<file path="src/rtl/hack_cpu_core.sv">
// Multi-cycle Hack CPU: A/D/PC registers, req/ack instruction and data ports, Hack ALU.
// Define HACK_CPU_HALT_EN to enable tight-loop halt detection (halted output, HALT state).

module alu (
   input  logic [15:0] i_x,
   input  logic [15:0] i_y,
   input  logic        i_zx,
   input  logic        i_nx,
   input  logic        i_zy,
   input  logic        i_ny,
   input  logic        i_f,
   input  logic        i_no,
   output logic [15:0] o_out,
   output logic        o_zr,
   output logic        o_ng
);
   logic [15:0] w_x;
   logic [15:0] w_y;
   logic [15:0] w_f;

   always_comb begin
      w_x = i_zx ? '0 : i_x;
      if (i_nx) w_x = ~w_x;
      w_y = i_zy ? '0 : i_y;
      if (i_ny) w_y = ~w_y;
      w_f   = i_f ? (w_x + w_y) : (w_x & w_y);
      o_out = i_no ? ~w_f : w_f;
   end

   assign o_zr = (o_out == '0);
   assign o_ng = o_out[15];
endmodule

module hack_cpu_core #(
   parameter logic [14:0] RESET_PC = 15'd0
) (
   input  logic        clk,
   input  logic        rst,
   output logic        imem_req,
   output logic [14:0] imem_addr,
   input  logic        imem_ack,
   input  logic [15:0] imem_data,
   output logic        dmem_req,
   output logic        dmem_we,
   output logic [14:0] dmem_addr,
   output logic [15:0] dmem_wdata,
   input  logic        dmem_ack,
   input  logic [15:0] dmem_rdata,
   output logic [14:0] pc,
   output logic        halted
);
   typedef enum logic [2:0] {
      S_FETCH,
      S_MREAD,
      S_EXEC,
      S_MWRITE
`ifdef HACK_CPU_HALT_EN
      , S_HALT
`endif
   } state_t;

   state_t      r_state;
   logic [14:0] r_pc;
   logic [15:0] r_a;
   logic [15:0] r_d;
   logic [15:0] r_ir;
   logic [15:0] r_m;
   logic [14:0] r_dmem_addr;
   logic [15:0] r_dmem_wdata;
`ifdef HACK_CPU_HALT_EN
   logic        r_prev_a;
   logic        w_halt;
`endif

   logic [15:0] w_y;
   logic [15:0] w_alu_o;
   logic        w_zr;
   logic        w_ng;
   logic        w_taken;
   logic [14:0] w_pc_inc;

   assign w_y      = r_ir[12] ? r_m : r_a;
   assign w_taken  = (r_ir[2] & w_ng) | (r_ir[1] & w_zr) | (r_ir[0] & ~w_zr & ~w_ng);
   assign w_pc_inc = r_pc + 15'd1;

   alu u_alu (
      .i_x   (r_d),
      .i_y   (w_y),
      .i_zx  (r_ir[11]),
      .i_nx  (r_ir[10]),
      .i_zy  (r_ir[9]),
      .i_ny  (r_ir[8]),
      .i_f   (r_ir[7]),
      .i_no  (r_ir[6]),
      .o_out (w_alu_o),
      .o_zr  (w_zr),
      .o_ng  (w_ng)
   );

`ifdef HACK_CPU_HALT_EN
   assign w_halt = w_taken && (r_a[14:0] == (r_pc - 15'd1)) && r_prev_a;
`endif

   always_ff @(posedge clk or posedge rst) begin
      if (rst) begin
         r_state      <= S_FETCH;
         r_pc         <= RESET_PC;
         r_a          <= '0;
         r_d          <= '0;
         r_ir         <= '0;
         r_m          <= '0;
         r_dmem_addr  <= '0;
         r_dmem_wdata <= '0;
`ifdef HACK_CPU_HALT_EN
         r_prev_a     <= 1'b0;
`endif
      end else begin
         case (r_state)
            S_FETCH: begin
               if (imem_ack) begin
                  r_ir <= imem_data;
                  if (imem_data[15] && imem_data[12]) begin
                     r_dmem_addr <= r_a[14:0];
                     r_state     <= S_MREAD;
                  end else begin
                     r_state <= S_EXEC;
                  end
               end
            end
            S_MREAD: begin
               if (dmem_ack) begin
                  r_m     <= dmem_rdata;
                  r_state <= S_EXEC;
               end
            end
            S_EXEC: begin
               if (!r_ir[15]) begin
                  r_a     <= {1'b0, r_ir[14:0]};
                  r_pc    <= w_pc_inc;
                  r_state <= S_FETCH;
`ifdef HACK_CPU_HALT_EN
                  r_prev_a <= 1'b1;
`endif
               end else begin
                  // jump target and M address use A before this instruction's own write
                  if (r_ir[5]) r_a <= w_alu_o;
                  if (r_ir[4]) r_d <= w_alu_o;
                  r_pc <= w_taken ? r_a[14:0] : w_pc_inc;
                  if (r_ir[3]) begin
                     r_dmem_addr  <= r_a[14:0];
                     r_dmem_wdata <= w_alu_o;
                     r_state      <= S_MWRITE;
                  end else begin
                     r_state <= S_FETCH;
                  end
`ifdef HACK_CPU_HALT_EN
                  r_prev_a <= 1'b0;
                  if (w_halt) r_state <= S_HALT;
`endif
               end
            end
            S_MWRITE: begin
               if (dmem_ack) r_state <= S_FETCH;
            end
`ifdef HACK_CPU_HALT_EN
            S_HALT: r_state <= S_HALT;
`endif
            default: r_state <= S_FETCH;
         endcase
      end
   end

   assign imem_req   = !rst && (r_state == S_FETCH);
   assign dmem_req   = !rst && ((r_state == S_MREAD) || (r_state == S_MWRITE));
   assign dmem_we    = !rst && (r_state == S_MWRITE);
   assign imem_addr  = r_pc;
   assign pc         = r_pc;
   assign dmem_addr  = r_dmem_addr;
   assign dmem_wdata = r_dmem_wdata;
`ifdef HACK_CPU_HALT_EN
   assign halted = (r_state == S_HALT);
`else
   assign halted = 1'b0;
`endif
endmodule

</file>
<file path="config.mk">
export PLATFORM = sky130hd
export DESIGN_NAME = hack_cpu_core
export DESIGN_NICKNAME = d
export VERILOG_FILES = /design/src/rtl/hack_cpu_core.sv
export SDC_FILE = /design/constraint.sdc
export NUM_CORES = 1
export LEC_CHECK = 0
export ABC_CLOCK_PERIOD_IN_PS = 6200
export CAP_MARGIN = 20
export CORE_MARGIN = 8
export CORE_UTILIZATION = 55
export DETAILED_ROUTE_END_ITERATION = 12
export GPL_ROUTABILITY_DRIVEN = 0
export GPL_TIMING_DRIVEN = 0
export PLACE_DENSITY = 0.79
export SLEW_MARGIN = 15
export SYNTH_ARGS = -nofsm -noshare
export SYNTH_HDL_FRONTEND = slang
export SYNTH_HIERARCHICAL = 1
export SYNTH_SLANG_ARGS = --single-unit
</file>
<file path="constraint.sdc">
create_clock -name clk -period 6.2 [get_ports clk]
set_clock_uncertainty 0.05 [all_clocks]
set_input_delay 0.93 -clock clk [delete_from_list [all_inputs] [get_ports clk]]
set_output_delay 0.93 -clock clk [all_outputs]
set_load 0.01 [all_outputs]
</file>
Word-level counts from Yosys, hierarchy flattened
Cells that the tools add are included.

Bits in registers: 113. Word-level logic and storage cells: 71. Output and inout port bits: 65. Input bits: 36.

Equality and inequality tests: 10. Reductions and logical operators: 16. Add/sub/neg operators: 2. Bitwise operators: 12. Mux-type cells: 23.

Operators by type and width (count): two-way mux 16 bit (9); two-way mux 15 bit (6); inverter 16 bit (3); one-hot mux 15 bit (2 select lines) (1); adder 16 bit (1); bitwise AND 16 bit (1); zero test 16 bit (1); adder 15 x 1 -> 15 bit, second input constant (1); != test 2 bit, second input constant (7); one-hot mux 3 bit (4 select lines) (1); two-way mux 3 bit (3); AND reduction 3 bit (3); equality test 3 x 2 -> 1 bit, second input constant (2); two-way mux 2 bit (3); AND reduction 2 bit (3); AND reduction 5 bit (1); bitwise AND 1 bit (4); logical AND 1 bit (4); equality test 3 x 1 -> 1 bit, second input constant (1); zero test 3 bit (1); inverter 1 bit (2); bitwise OR 1 bit (2); nonzero test 2 bit (1); zero test 1 bit (1); logical OR 1 bit (1).

Longest topological paths before layout
Depth in word-level cells: 15. Depth in mapped cells: 20.

Modules after synthesis
The synthesis kept the hierarchy.

By module, submodules not included: hack_cpu_core (instances 1, cells an instance 419, seq. area each 2802.7 um2, area each 5240.0 um2); alu (instances 1, cells an instance 235, seq. area each 0.0 um2, area each 1751.7 um2).

Least setup slack after synthesis
No wires, ideal clock.

Kind: register -> register. Start: register r_ir[10]. End: register r_pc[7] (netlist: imem_addr[7]). Buffers on the path: 3. Arrival: 4.492 ns. Stages on the path, launching flop included: 19. Path slack: 1.571 ns. Setup time: 0.087 ns. Cells stage by stage: dfrtp_1 -> clkbuf_1 -> clkbuf_1 -> xnor2_1 -> ha_1 -> fa_1 -> a21o_1 -> a221oi_2 -> nor4_1 -> o31ai_1 -> nand4b_1 -> o311a_1 -> xnor2_1 -> nor4_2 -> or3b_1 -> a21oi_1 -> buf_2 -> or4_1 -> o211ai_1.

Cells in the longest elaborated chain, start to end: 12. Elaborated cells between the ends (all ways): 17. Those cells by class: add/sub: 1; mux: 5; bitwise: 10; reduce/logical: 1.

Ends and longest elaborated chain: from (decl) (RTL line 66) `logic [15:0] r_ir;`; from (signal assigned) (RTL line 121) `r_ir <= imem_data;`; two-way mux 16 bit * (RTL line 23) `if (i_nx) w_x = ~w_x;`; adder 16 bit or bitwise AND 16 bit (tied branches) (RTL line 26) `w_f = i_f ? (w_x + w_y) : (w_x & w_y);`; two-way mux 16 bit * (RTL line 26); inverter 16 bit (RTL line 27) `o_out = i_no ? ~w_f : w_f;`; two-way mux 16 bit * (RTL line 27); named net w_alu_o[14] (RTL line 76) `logic [15:0] w_alu_o;`; zero test 16 bit * (RTL line 30) `assign o_zr = (o_out == '0);`; named net w_zr (RTL line 77) `logic w_zr;`; inverter 1 bit (RTL line 83) `assign w_taken = (r_ir[2] & w_ng) | (r_ir[1] & w_zr) | (r_ir[0] & ~w_zr & ~w_ng);`; bitwise AND 1 bit (2 in series) (RTL line 83); bitwise OR 1 bit * (RTL line 83); two-way mux 15 bit * (RTL line 148) `r_pc <= w_taken ? r_a[14:0] : w_pc_inc;`; two-way mux 15 bit * (RTL line 137) `if (!r_ir[15]) begin`; to (signal assigned) (RTL line 139) `r_pc <= w_pc_inc;`; to (signal assigned) (RTL line 148); to (decl) (RTL line 63) `logic [14:0] r_pc;`.

Mark *: on every way through the listed nets, which the timed path passes. The rest lies on a longest branch. A chain may end at the register's enable or synchronous reset.

Worst setup path after layout
Start: register r_ir[12]. End: register r_pc[11] (netlist: imem_addr[11]).

Cells in the longest elaborated chain, start to end: 15. Elaborated cells between the ends (all ways): 20. Those cells by class: add/sub: 1; mux: 7; bitwise: 11; reduce/logical: 1.

Ends and longest elaborated chain: two-way mux 16 bit * (RTL line 82) `assign w_y = r_ir[12] ? r_m : r_a;`; named net w_y[5] (RTL line 75) `logic [15:0] w_y;`; two-way mux 16 bit * (RTL line 24) `w_y = i_zy ? '0 : i_y;`; inverter 16 bit (RTL line 25) `if (i_ny) w_y = ~w_y;`; two-way mux 16 bit * (RTL line 25); adder 16 bit * (RTL line 26); two-way mux 16 bit * (RTL line 26); inverter 16 bit (RTL line 27); two-way mux 16 bit * (RTL line 27); named net w_alu_o[14] (RTL line 76); zero test 16 bit * (RTL line 30); named net w_zr (RTL line 77); inverter 1 bit (RTL line 83); bitwise AND 1 bit (2 in series) (RTL line 83); bitwise OR 1 bit * (RTL line 83); two-way mux 15 bit * (RTL line 148); two-way mux 15 bit * (RTL line 137).

Marked as above.

==> results.py <==
metrics = {
    "cts": {
        "cts_setup_buffers": 0,
        "cts_buffer_depth": 2,
        "worst_skew_pair.late_latency_ps": 350,
        "root_buffer": "clkbuf_16",
        "path_clk_slew_ps": 70,
        "htreeDepth": 3,
        "clkSinkCount": 112,
        "cts_made_buffers": 9,
        "cts_tree": "yes",
    },
    "timing": {
        "setup_slack_ps": 492,
        "fmax_mhz": 175,
        "setup_viol": 0,
        "relSlewSlack_pct": 52.4,
        "fin_tns_setup_ps": 0,
        "period_share_pct": 92.1,
        "drv_slew": 0,
        "grt_setup_unrepaired": "false",
        "fin_crit_ps": 5710,
        "worstMarginPinSlew_ps": 714,
        "hold_viol": 0,
    },
    "setup_path": {
        "start_kind": "register",
        "critPathSlowestCell": "clkbuf_1",
        "critical_path_class": "reg -> reg",
        "critPathMaxFanout": 10,
        "worst_path_largest_cell_delay_ps": 490,
        "path_cells": "clkbuf_1, buf_1, nand2_1, o21ai_0, nand2b_1, xnor2_1, ha_1, or4_1, a221oi_2, nor4_1, o31ai_1, nand4b_1, o311a_1, xnor2_1, nor4_2, or3b_1, a21o_1, buf_6, a21oi_1, a2bb2oi_1",
        "cp_data_required_time_ps": 6420,
        "cp_data_arrival_time_ps": 5930,
        "endpoint_kind": "register",
        "path_common_cell": "xnor2_1",
    },
    "final_layout": {
        "register_area_mm2": 0.00280,
        "nFillCells": 1001,
        "final_common_cell": "dfrtp_1",
        "diodes": 0,
        "nets": 819,
        "drive_gt1_share_pct": 20.8,
        "final_cell_mix": "dfrtp_1, clkdlybuf4s50_1, mux2_2",
        "multi_input_area_mm2": 0.00379,
        "syn_to_final_growth_pct": 21.6,
    },
    "global_routing": {
        "grtUsageTotal_pct": 23.1,
        "grt_pass1_wl_um": 30000,
        "first_global_vias": 5655,
        "grt_max_degree": 72,
        "grt_use_met2_pct": 38.9,
        "met3_usage_pct": 4.34,
        "overflow": 0,
        "use_met1_pct": 28.7,
        "grt_antenna_before_repair": 0,
        "busiest_layer": "met2",
    },
    "floorplanning": {
        "start_util_pct": 55.9,
        "core_area_mm2": 0.0125,
        "die_h_um": 129,
        "die_x_um": 129,
        "die_area_mm2": 0.0166,
        "pin_count": 101,
        "rows": 41,
    },
    "drt": {
        "drc": 0,
        "ant_nets": 0,
        "wl_per_cell_um": 20.0,
        "drtIter0Drc": 487,
        "drt-total-wl_um": 18900,
        "via_count": 5546,
        "routed_via_density": 5.89,
        "first_pass_iters": 6,
    },
    "synthesis": {
        "syn-cell-area_mm2": 0.00699,
        "ys_warn_count": 6,
        "ys_seq_elements": 112,
        "synthFlopType": "dfrtp_1",
        "ys_seq_area_share_pct": 40.1,
        "synth_edf_count": 0,
        "syn_nets": 708,
        "syn_inst": 654,
        "syn_area_per_cell_um2": 10.7,
        "yosysUniqueCellTypes": 71,
        "async_reset_ff_share_pct": 100,
    },
    "placement": {
        "portBuffers": 99,
        "pre_cts_ws_ps": 540,
        "dp_hpwl_um": 14100,
    },
    "hold_path": {
        "hold_path.class": "reg -> reg",
    },
    "flow_run": {
        "cap_viol_max_count": 0,
    },
    "outcome": {
        "outcome": "finished, final reports clean",
    },
}
==> cells in the mapped netlist (4+ instances only) <==
library cell	count	area share [%]
a21oi_1	40	2.9
a211oi_1	6	0.64
o211ai_1	5	0.54
nand3b_1	5	0.54
ha_1	17	3.0
buf_2	14	1.0
nor3_1	6	0.43
buf_1	4	0.21
or4_1	4	0.43
clkbuf_1	16	0.86
xnor2_1	49	6.1
nand4b_1	5	0.63
a31oi_1	4	0.36
nand4_1	6	0.54
nor2b_1	6	0.54
dfrtp_1	112	40
xor2_1	6	0.75
mux2_4	9	1.9
mux2_2	84	14
o21ai_0	16	1.1
and4_1	5	0.63
nand2b_1	33	3.0
nand3_1	17	1.2
nor3b_1	5	0.54
a21o_1	5	0.54
mux2i_1	30	4.3
nand2_1	25	1.3
a2bb2oi_1	7	0.88
nor2_1	23	1.2
inv_1	15	0.81
buf_4	18	1.9
and3_1	8	0.72
==> flip-flops by register name (all words and copies together), names as in the netlist <==
name        flops
dmem_wdata     16
r_a            16
r_d            16
r_ir           16
r_m            16
dmem_addr      15
imem_addr      15
r_state         2
==> stage by stage <==
stage / std cells / hold WS (ps) / util [%] / instance area [µm²]
5_1_grt: 942 / 466 / 67.9 / 8500
2_1_floorplan: 654 / 418 / - / 6990
6_report: 942 / 456 / 67.9 / 8500
3_5_place_dp: 926 / 443 / 65.8 / 8230
4_1_cts: 942 / 458 / 67.9 / 8500
3_3_place_gp: 925 / 431 / 65.5 / 8200
==> per-layer routing <==
metal	vias up	wire length (µm)
met1	2718	8160
li1	2573	-
met3	42	1130
met4	0	567
met2	213	9020
met5	-	0
==> kinds of logic after synthesis <==
family,share of synthesized area [%]
AND/OR/NAND/NOR,14.0
multiplexers,19.8
flip-flops,40.1
AO/OA/AOI/OAI,10.2
buffers and inverters,5.65
XOR/XNOR,6.89
adder cells (fa/ha/maj),3.33
other,0.0536
==> critical path: cells and delay by family, from the launching register on <==
family,cells,cell delay (ps)
fa+ha+maj,1,330
xor+xnor,2,620
simple gates,7,1540
buf+inv,3,1140
flops,1,330
compound gates,7,1610
==> final timing paths <==
kind	to	start	cells past startpoint	slack, ps
max in group asynchronous	r_d[1]$_DFFE_PP0P_	rst	3	4420
hold reg to reg	r_m[7]$_DFFE_PP0P_	r_m[7]$_DFFE_PP0P_	1	460
min in group asynchronous	dmem_addr[9]$_DFFE_PP0P_	rst	2	990
hold / removal	r_m[7]$_DFFE_PP0P_	r_m[7]$_DFFE_PP0P_	1	460
setup / recovery	imem_addr[11]$_DFFE_PP0N_	r_ir[12]$_DFFE_PP0P_	20	490
setup reg to reg	imem_addr[11]$_DFFE_PP0N_	r_ir[12]$_DFFE_PP0P_	20	490
==> timing repair <==
action                     4_1_cts  5_1_grt
hold buffers                     0        0
setup endpoints to repair        0        1
resized for setup                0        2
==> cell type report <==
| class | count | area share, % |
|---|---|---|
| clock inverters | 6 | 0.515 |
| clock buffers | 10 | 2.69 |
| inverters | 15 | 0.721 |
| well taps | 172 | 2.53 |
| plain buffers | 57 | 4.00 |
| multi-input cells | 470 | 44.6 |
| repair buffers | 100 | 12.0 |
| flip-flops and latches | 112 | 33.0 |
Power is left out: the tool's default activity adds up to more than one toggle a clock period on the data nets, which glitch-free logic cannot reach.
